File: src/rtl/pipe_pkg.sv
// pipe_pkg: shared state encodings for the pipeline stage controller
package pipe_pkg;
  localparam logic [1:0] ST_EMPTY = 2'd0;
  localparam logic [1:0] ST_BUSY  = 2'd1;
  localparam logic [1:0] ST_FULL  = 2'd2;
  typedef enum logic [1:0] {
    EMPTY = ST_EMPTY,
    BUSY  = ST_BUSY,
    FULL  = ST_FULL
  } pipe_state_e;
endpackage

File: src/rtl/pipe_stage_ctrl.sv
// pipe_stage_ctrl: handshake controller producing register load strobes
module pipe_stage_ctrl
  import pipe_pkg::*;
#(
  parameter bit SKID = 1
) (
  input  logic clk,
  input  logic rst,
  input  logic flush,
  input  logic in_valid,
  input  logic out_ready,
  output logic load_out,
  output logic load_skid,
  output logic sel_skid,
  output logic in_ready,
  output logic out_valid
);
  if (SKID) begin : g_skid
    pipe_state_e state_q, state_d;
    logic in_ready_q, out_valid_q;
    always_comb begin
      state_d   = state_q;
      load_out  = 1'b0;
      load_skid = 1'b0;
      sel_skid  = 1'b0;
      case (state_q)
        EMPTY: if (in_valid) begin
          load_out = 1'b1;
          state_d  = BUSY;
        end
        BUSY: if (in_valid && out_ready) load_out = 1'b1;
          else if (in_valid) begin
            load_skid = 1'b1;
            state_d   = FULL;
          end else if (out_ready) state_d = EMPTY;
        FULL: if (out_ready) begin
          load_out = 1'b1;
          sel_skid = 1'b1;
          state_d  = BUSY;
        end
        default: state_d = EMPTY;
      endcase
      if (flush) begin
        state_d   = EMPTY;
        load_out  = 1'b0;
        load_skid = 1'b0;
        sel_skid  = 1'b0;
      end
    end
    // handshake outputs are registered decodes of the next state
    always_ff @(posedge clk) begin
      if (rst) begin
        state_q     <= EMPTY;
        in_ready_q  <= 1'b1;
        out_valid_q <= 1'b0;
      end else begin
        state_q     <= state_d;
        in_ready_q  <= state_d != FULL;
        out_valid_q <= state_d != EMPTY;
      end
    end
    assign in_ready  = in_ready_q;
    assign out_valid = out_valid_q;
  end else begin : g_noskid
    logic out_valid_q, out_valid_d;
    always_comb begin
      in_ready    = !out_valid_q || out_ready;
      load_out    = in_valid && in_ready && !flush;
      load_skid   = 1'b0;
      sel_skid    = 1'b0;
      out_valid_d = !flush && (load_out || (out_valid_q && !out_ready));
    end
    always_ff @(posedge clk) begin
      if (rst) out_valid_q <= 1'b0;
      else out_valid_q <= out_valid_d;
    end
    assign out_valid = out_valid_q;
  end
endmodule

File: src/rtl/pipe_stage.sv
// pipe_stage: valid/ready pipeline register with flush and optional skid slot
module pipe_stage
  import pipe_pkg::*;
#(
  parameter int              WIDTH     = 32,
  parameter bit              SKID      = 1,
  parameter logic [WIDTH-1:0] RESET_VAL = '0
) (
  input  logic             clk,
  input  logic             rst,
  input  logic             flush,
  input  logic             in_valid,
  output logic             in_ready,
  input  logic [WIDTH-1:0] in_data,
  output logic             out_valid,
  input  logic             out_ready,
  output logic [WIDTH-1:0] out_data
);
  logic load_out, load_skid, sel_skid;
  logic [WIDTH-1:0] out_q, out_d, skid_q, skid_d;
  pipe_stage_ctrl #(.SKID(SKID)) u_ctrl (
    .clk       (clk),
    .rst       (rst),
    .flush     (flush),
    .in_valid  (in_valid),
    .out_ready (out_ready),
    .load_out  (load_out),
    .load_skid (load_skid),
    .sel_skid  (sel_skid),
    .in_ready  (in_ready),
    .out_valid (out_valid)
  );
  // with SKID=0 the skid strobes are constant zero, so the skid register folds away
  always_comb begin
    out_d  = load_out ? (sel_skid ? skid_q : in_data) : out_q;
    skid_d = load_skid ? in_data : skid_q;
  end
  always_ff @(posedge clk) begin
    if (rst) begin
      out_q  <= RESET_VAL;
      skid_q <= RESET_VAL;
    end else begin
      out_q  <= out_d;
      skid_q <= skid_d;
    end
  end
  assign out_data = out_q;
endmodule
File: config.mk
export PLATFORM = sky130hd
export DESIGN_NAME = pipe_stage
export DESIGN_NICKNAME = d
export VERILOG_FILES = /design/src/rtl/pipe_pkg.sv /design/src/rtl/pipe_stage_ctrl.sv /design/src/rtl/pipe_stage.sv
export SDC_FILE = /design/constraint.sdc
export NUM_CORES = 1
export LEC_CHECK = 0
export ABC_AREA = 1
export CORE_UTILIZATION = 50
export DETAILED_ROUTE_END_ITERATION = 12
export HOLD_SLACK_MARGIN = 0.05
export PLACE_DENSITY = 0.88
export SLEW_MARGIN = 10
export SYNTH_ARGS = -nofsm -noshare
export SYNTH_HDL_FRONTEND = slang
export SYNTH_SLANG_ARGS = --single-unit
File: constraint.sdc
create_clock -name clk -period 1.45 [get_ports clk]
set_input_delay 0.29 -clock clk [delete_from_list [all_inputs] [get_ports clk]]
set_output_delay 0.29 -clock clk [all_outputs]
set_load 0.02 [all_outputs]
-- After elaboration in Yosys (flattened, before gate mapping)
Index checks and enable logic that the tools add are counted.
- bits in registers: 68
- output and inout port bits: 34
- word-level logic and storage cells: 29
- eq/ne operators: 3
- multiplexer cells: 18
- reduce and logical (&&, ||, !) cells: 3
- operators with widths (operator ; number):
    $mux 32 ; 1
    $mux 2 ; 6
    $mux 1 ; 9
    $pmux 2 s3 ; 1
    $pmux 1 s3 ; 1
    $eq 2x1->1 const B ; 1
    $eq 2x2->1 const B ; 1
    $logic_not 2->1 ; 1
    $ne 2x2->1 const B ; 1
    $reduce_bool 2->1 ; 1
    $logic_and 1x1->1 ; 1

-- Logic depth before layout (Yosys ltp)
- word-level depth: 6
- mapped depth: 9
- depth with buffers taken out: 8

-- By module
From an unflattened synthesis, not the netlist that was laid out.
- cells, all modules: 445
- area total of the unflattened synthesis: 3140.5 µm²
- by module, submodules not included (module ; instances ; cells each ; area each (µm²) ; seq. area each (µm²)):
    pipe_stage ; 1 ; 414 ; 2934.1 ; 1281.2
    pipe_stage_ctrl ; 1 ; 31 ; 206.4 ; 80.1

-- Worst setup path after synthesis
OpenSTA, ideal clock, no wires.
- path type: reg2reg
- start: register u_ctrl.g_skid.state_q[0]
- end: register out_q[0], in the netlist out_data[0]
- arrival: 1.057 ns
- required time: 1.338 ns
- path slack: 0.282 ns
- stages on the path, launching flop included: 8
- buffers on the path: 1
- clock period less this slack: 1.168 ns
- path through: dfxtp_1 inv_1 nand3_1 a21oi_2 buf_4 nand2_1 nor2_1 nor2_1
- cells in the longest elaborated chain, start to end: 4
- elaborated cells on any way between the ends: 8
- classes of those cells: 2 x eq/ne; 5 x mux; 1 x reduce/logical
- ends and longest elaborated chain (item ; RTL line ; RTL):
    start, declared ; pipe_stage_ctrl.sv:19 ; pipe_state_e state_q, state_d;
    start signal, assigned ; pipe_stage_ctrl.sv:57 ; state_q <= state_d;
    $eq 2x2->1 ; pipe_stage_ctrl.sv:26 ; case (state_q)
    $mux 1 ; pipe_stage_ctrl.sv:26 ;
    $mux 1 ; pipe_stage_ctrl.sv:43 ; if (flush) begin
    $mux 32 ; pipe_stage.sv:35 ; out_d = load_out ? (sel_skid ? skid_q : in_data) : out_q;
    end signal, assigned ; pipe_stage.sv:43 ; out_q <= out_d;
    end, declared ; pipe_stage.sv:20 ; logic [WIDTH-1:0] out_q, out_d, skid_q, skid_d;
Parallel ways exist; a longest one is shown, timed or not.
A chain may end at the register's enable or synchronous reset.

-- Worst setup path in the final report
- start: input port flush
- end: register out_q[22], in the netlist out_data[22]
- cells in the longest elaborated chain, start to end: 2
- elaborated cells on any way between the ends: 3
- classes of those cells: 3 x mux
- ends and longest elaborated chain (item ; RTL line ; RTL):
    start, declared ; pipe_stage.sv:11 ; input logic flush,
    $mux 1 ; pipe_stage_ctrl.sv:43 ;
    $mux 32 ; pipe_stage.sv:35 ;
Parallel ways exist; a longest one is shown, timed or not.

==> flow_metrics.env <==
export IMPL_status="finished clean"
export IMPL_worstSetupStartpointType="primary input"
export IMPL_syn_nets=511
export IMPL_cts_root_buffer="clkbuf_8"
export IMPL_rows=27
export IMPL_cts_num_sinks=68
export IMPL_grt_overflow_total=0
export IMPL_core_um2=5680
export IMPL_drv_slew=0
export IMPL_initial_core_util=0.532
export IMPL_layout_nets=581
export IMPL_powerDensity_nw_per_um2=978
export IMPL_firstDrtPassIters=4
export IMPL_fillers=494
export IMPL_hold_violations=0
export IMPL_total_power_mw=3.90
export IMPL_grt_use_total=0.229
export IMPL_hold_ws_ps=449
export IMPL_cts_max_path_buffers=2
export IMPL_finalWirelength_mm=6.78
export IMPL_drc=0
export IMPL_fin_cells=621
export IMPL_antenna_cells=0
export IMPL_postCtsSetupBuffers=0
export IMPL_cts_max_level=3
export IMPL_grt_pass1_wl_mm=11.4
export IMPL_place_inst=605
export IMPL_grt_pass1_vias=2730
export IMPL_setup_tns_ps=0
export IMPL_synth_distinct_cells=16
export IMPL_avgSynthCellArea_um2=6.36
export IMPL_fin_crit_sh=0.926
export IMPL_cts_clk_slew_worst_paths_ps=70
export IMPL_drt_iter0_drc=180
export IMPL_die_w_um=79.7
export IMPL_fin_crit_ps=1340
export IMPL_ios=71
export IMPL_die_h_um=79.7
export IMPL_cts_tree="built"
export IMPL_worst_pin_slew_ps=249
export IMPL_portBuffers=70
export IMPL_ys_ff_latch=68
export IMPL_arrival_ps=1570
export IMPL_min_path_type="flip-flop to flip-flop"
export IMPL_cp_end_kind="flip-flop"
export IMPL_ant_nets=0
export IMPL_vias=2997
export IMPL_peakVddDrop_mv=0.634
export IMPL_grt_max_degree=47
export IMPL_fmax_mhz=745
export IMPL_antenna_found_initial=0
export IMPL_p_leak_nw=1.95
export IMPL_setup_viol=0
export IMPL_dp_final_hpwl_mm=4.52
export IMPL_cts_buffers=9
export IMPL_max_slew_margin=0.834
export IMPL_gp_congestion=0.794
export IMPL_path_class="primary input to flip-flop"
export IMPL_avgViaCountPerCell=4.83
export IMPL_ys_warn_count=0
export IMPL_drive_above_1_share=0.0583
export IMPL_die_area_um2=6350
export IMPL_syn_area_um2=3020
export IMPL_syn_inst=474
export IMPL_cap_violations=0
export IMPL_crit_required_ps=1680
export IMPL_final_area_um2=3990
export IMPL_path_max_fanout=21
export IMPL_synth_yosys_seq_area_share=0.451
export IMPL_clk_latency_ps=330
export IMPL_dpl_cell_area_um2=3860
export IMPL_post_drt_wl_per_cell_um=10.9
export IMPL_area_growth_syn_to_layout_pct=32.1
export IMPL_skew_ps=4.10
cells by family (layout without fill, tap and decap cells):
logic type      count (synthesis)  after routing  share of synthesized area
simple gates                  240            240                      0.306
compound gates                 68             68                      0.114
buf+inv                        98            173                      0.128
flops                          68             68                      0.451
cell usage in the layout (no fill, tap or decap), types with 2 or more instances in the layout:
| cell type | n |
|---|---|
| a21oi_1 | 32 |
| buf_12 | 5 |
| buf_4 | 8 |
| clkbuf_1 | 4 |
| clkbuf_8 | 10 |
| clkdlybuf4s50_1 | 35 |
| clkinv_2 | 2 |
| dfxtp_1 | 68 |
| dlygate4sd2_1 | 35 |
| inv_1 | 70 |
| inv_2 | 2 |
| nand2_1 | 135 |
| nand3_1 | 4 |
| nor2_1 | 98 |
| o21ai_0 | 34 |
area by class of cell:
type	count	area, um^2	area share
sequential	68	1360	0.342
multi-input combinational	308	1270	0.318
timing repair buffer	84	828	0.208
inverter	73	274	0.0688
clock buffer	14	153	0.0383
tap	72	90.1	0.0226
clock inverter	2	10.0	0.00251
sequential cells by signal, indices dropped and copies added (netlist names):
name and count:
out_data 32, skid_q 32, u_ctrl.g_skid.state_q 2, u_ctrl.in_ready 1, u_ctrl.out_valid 1
critical path: stages:
cell and delay, ps:
clkdlybuf4s50_1 450, inv_1 130, nand2_1 90, a21oi_2 200, buf_12 190, nand2_1 60
nor2_1 110, nor2_1 50
cells in the mapped netlist:
master / number / area [um^2]
dfxtp_1: 68 / 1360
nand3_2: 1 / 10.0
a21oi_1: 32 / 160
nand2_1: 135 / 507
nand2_2: 1 / 6.26
clkbuf_1: 16 / 60.1
buf_2: 6 / 30.0
inv_1: 72 / 270
a31oi_1: 1 / 6.26
nand3_1: 4 / 20.0
o21ai_0: 34 / 170
buf_4: 3 / 22.5
nand4_2: 1 / 12.5
a21oi_2: 1 / 8.76
nor2_1: 98 / 368
inv_2: 1 / 3.75
power breakdown:
part / switching (mW) / total (mW) / internal (mW)
logic: 0.331 / 0.600 / 0.269
clock network: 0.651 / 1.32 / 0.665
registers: 0.0351 / 1.98 / 1.95
total: 1.02 / 3.90 / 2.88
routing by layer:
| layer | vias to the layer above | global-route usage | part of all wire |
|---|---|---|---|
| met5 | - | 0 | 0 |
| met4 | 0 | 0.116 | 0.016 |
| met3 | 9 | 0.0411 | 0.043 |
| met2 | 81 | 0.400 | 0.49 |
| met1 | 1356 | 0.265 | 0.45 |
| li1 | 1551 | - | - |
timing repair:
item | in CTS | in global routing
gates resized for setup | 35 | 2
pin swaps | 0 | 1
hold buffers | 0 | 0
setup endpoints to repair | 35 | 10
gates cloned | 0 | 0
per-stage QoR:
stage / setup WS, ps / util
final: 107 / 0.702
after global routing: -1.88 / 0.702
after detailed placement: -362 / 0.681
after CTS: 86.7 / 0.701
after global placement: -295 / 0.681
after floorplan: 282 / -
worst paths after layout:
| kind | slack [ps] | from | depth (start not counted) | end |
|---|---|---|---|---|
| worst max-delay path | 110 | flush | 8 | out_data[22] |
| worst min-delay path | 450 | skid_q[11] | 2 | skid_q[11] |
| worst max register to register | 110 | u_ctrl.g_skid.state_q[1] | 6 | out_data[22] |
| worst min register to register | 450 | skid_q[11] | 2 | skid_q[11] |
Power figures use the tool's default switching activity.
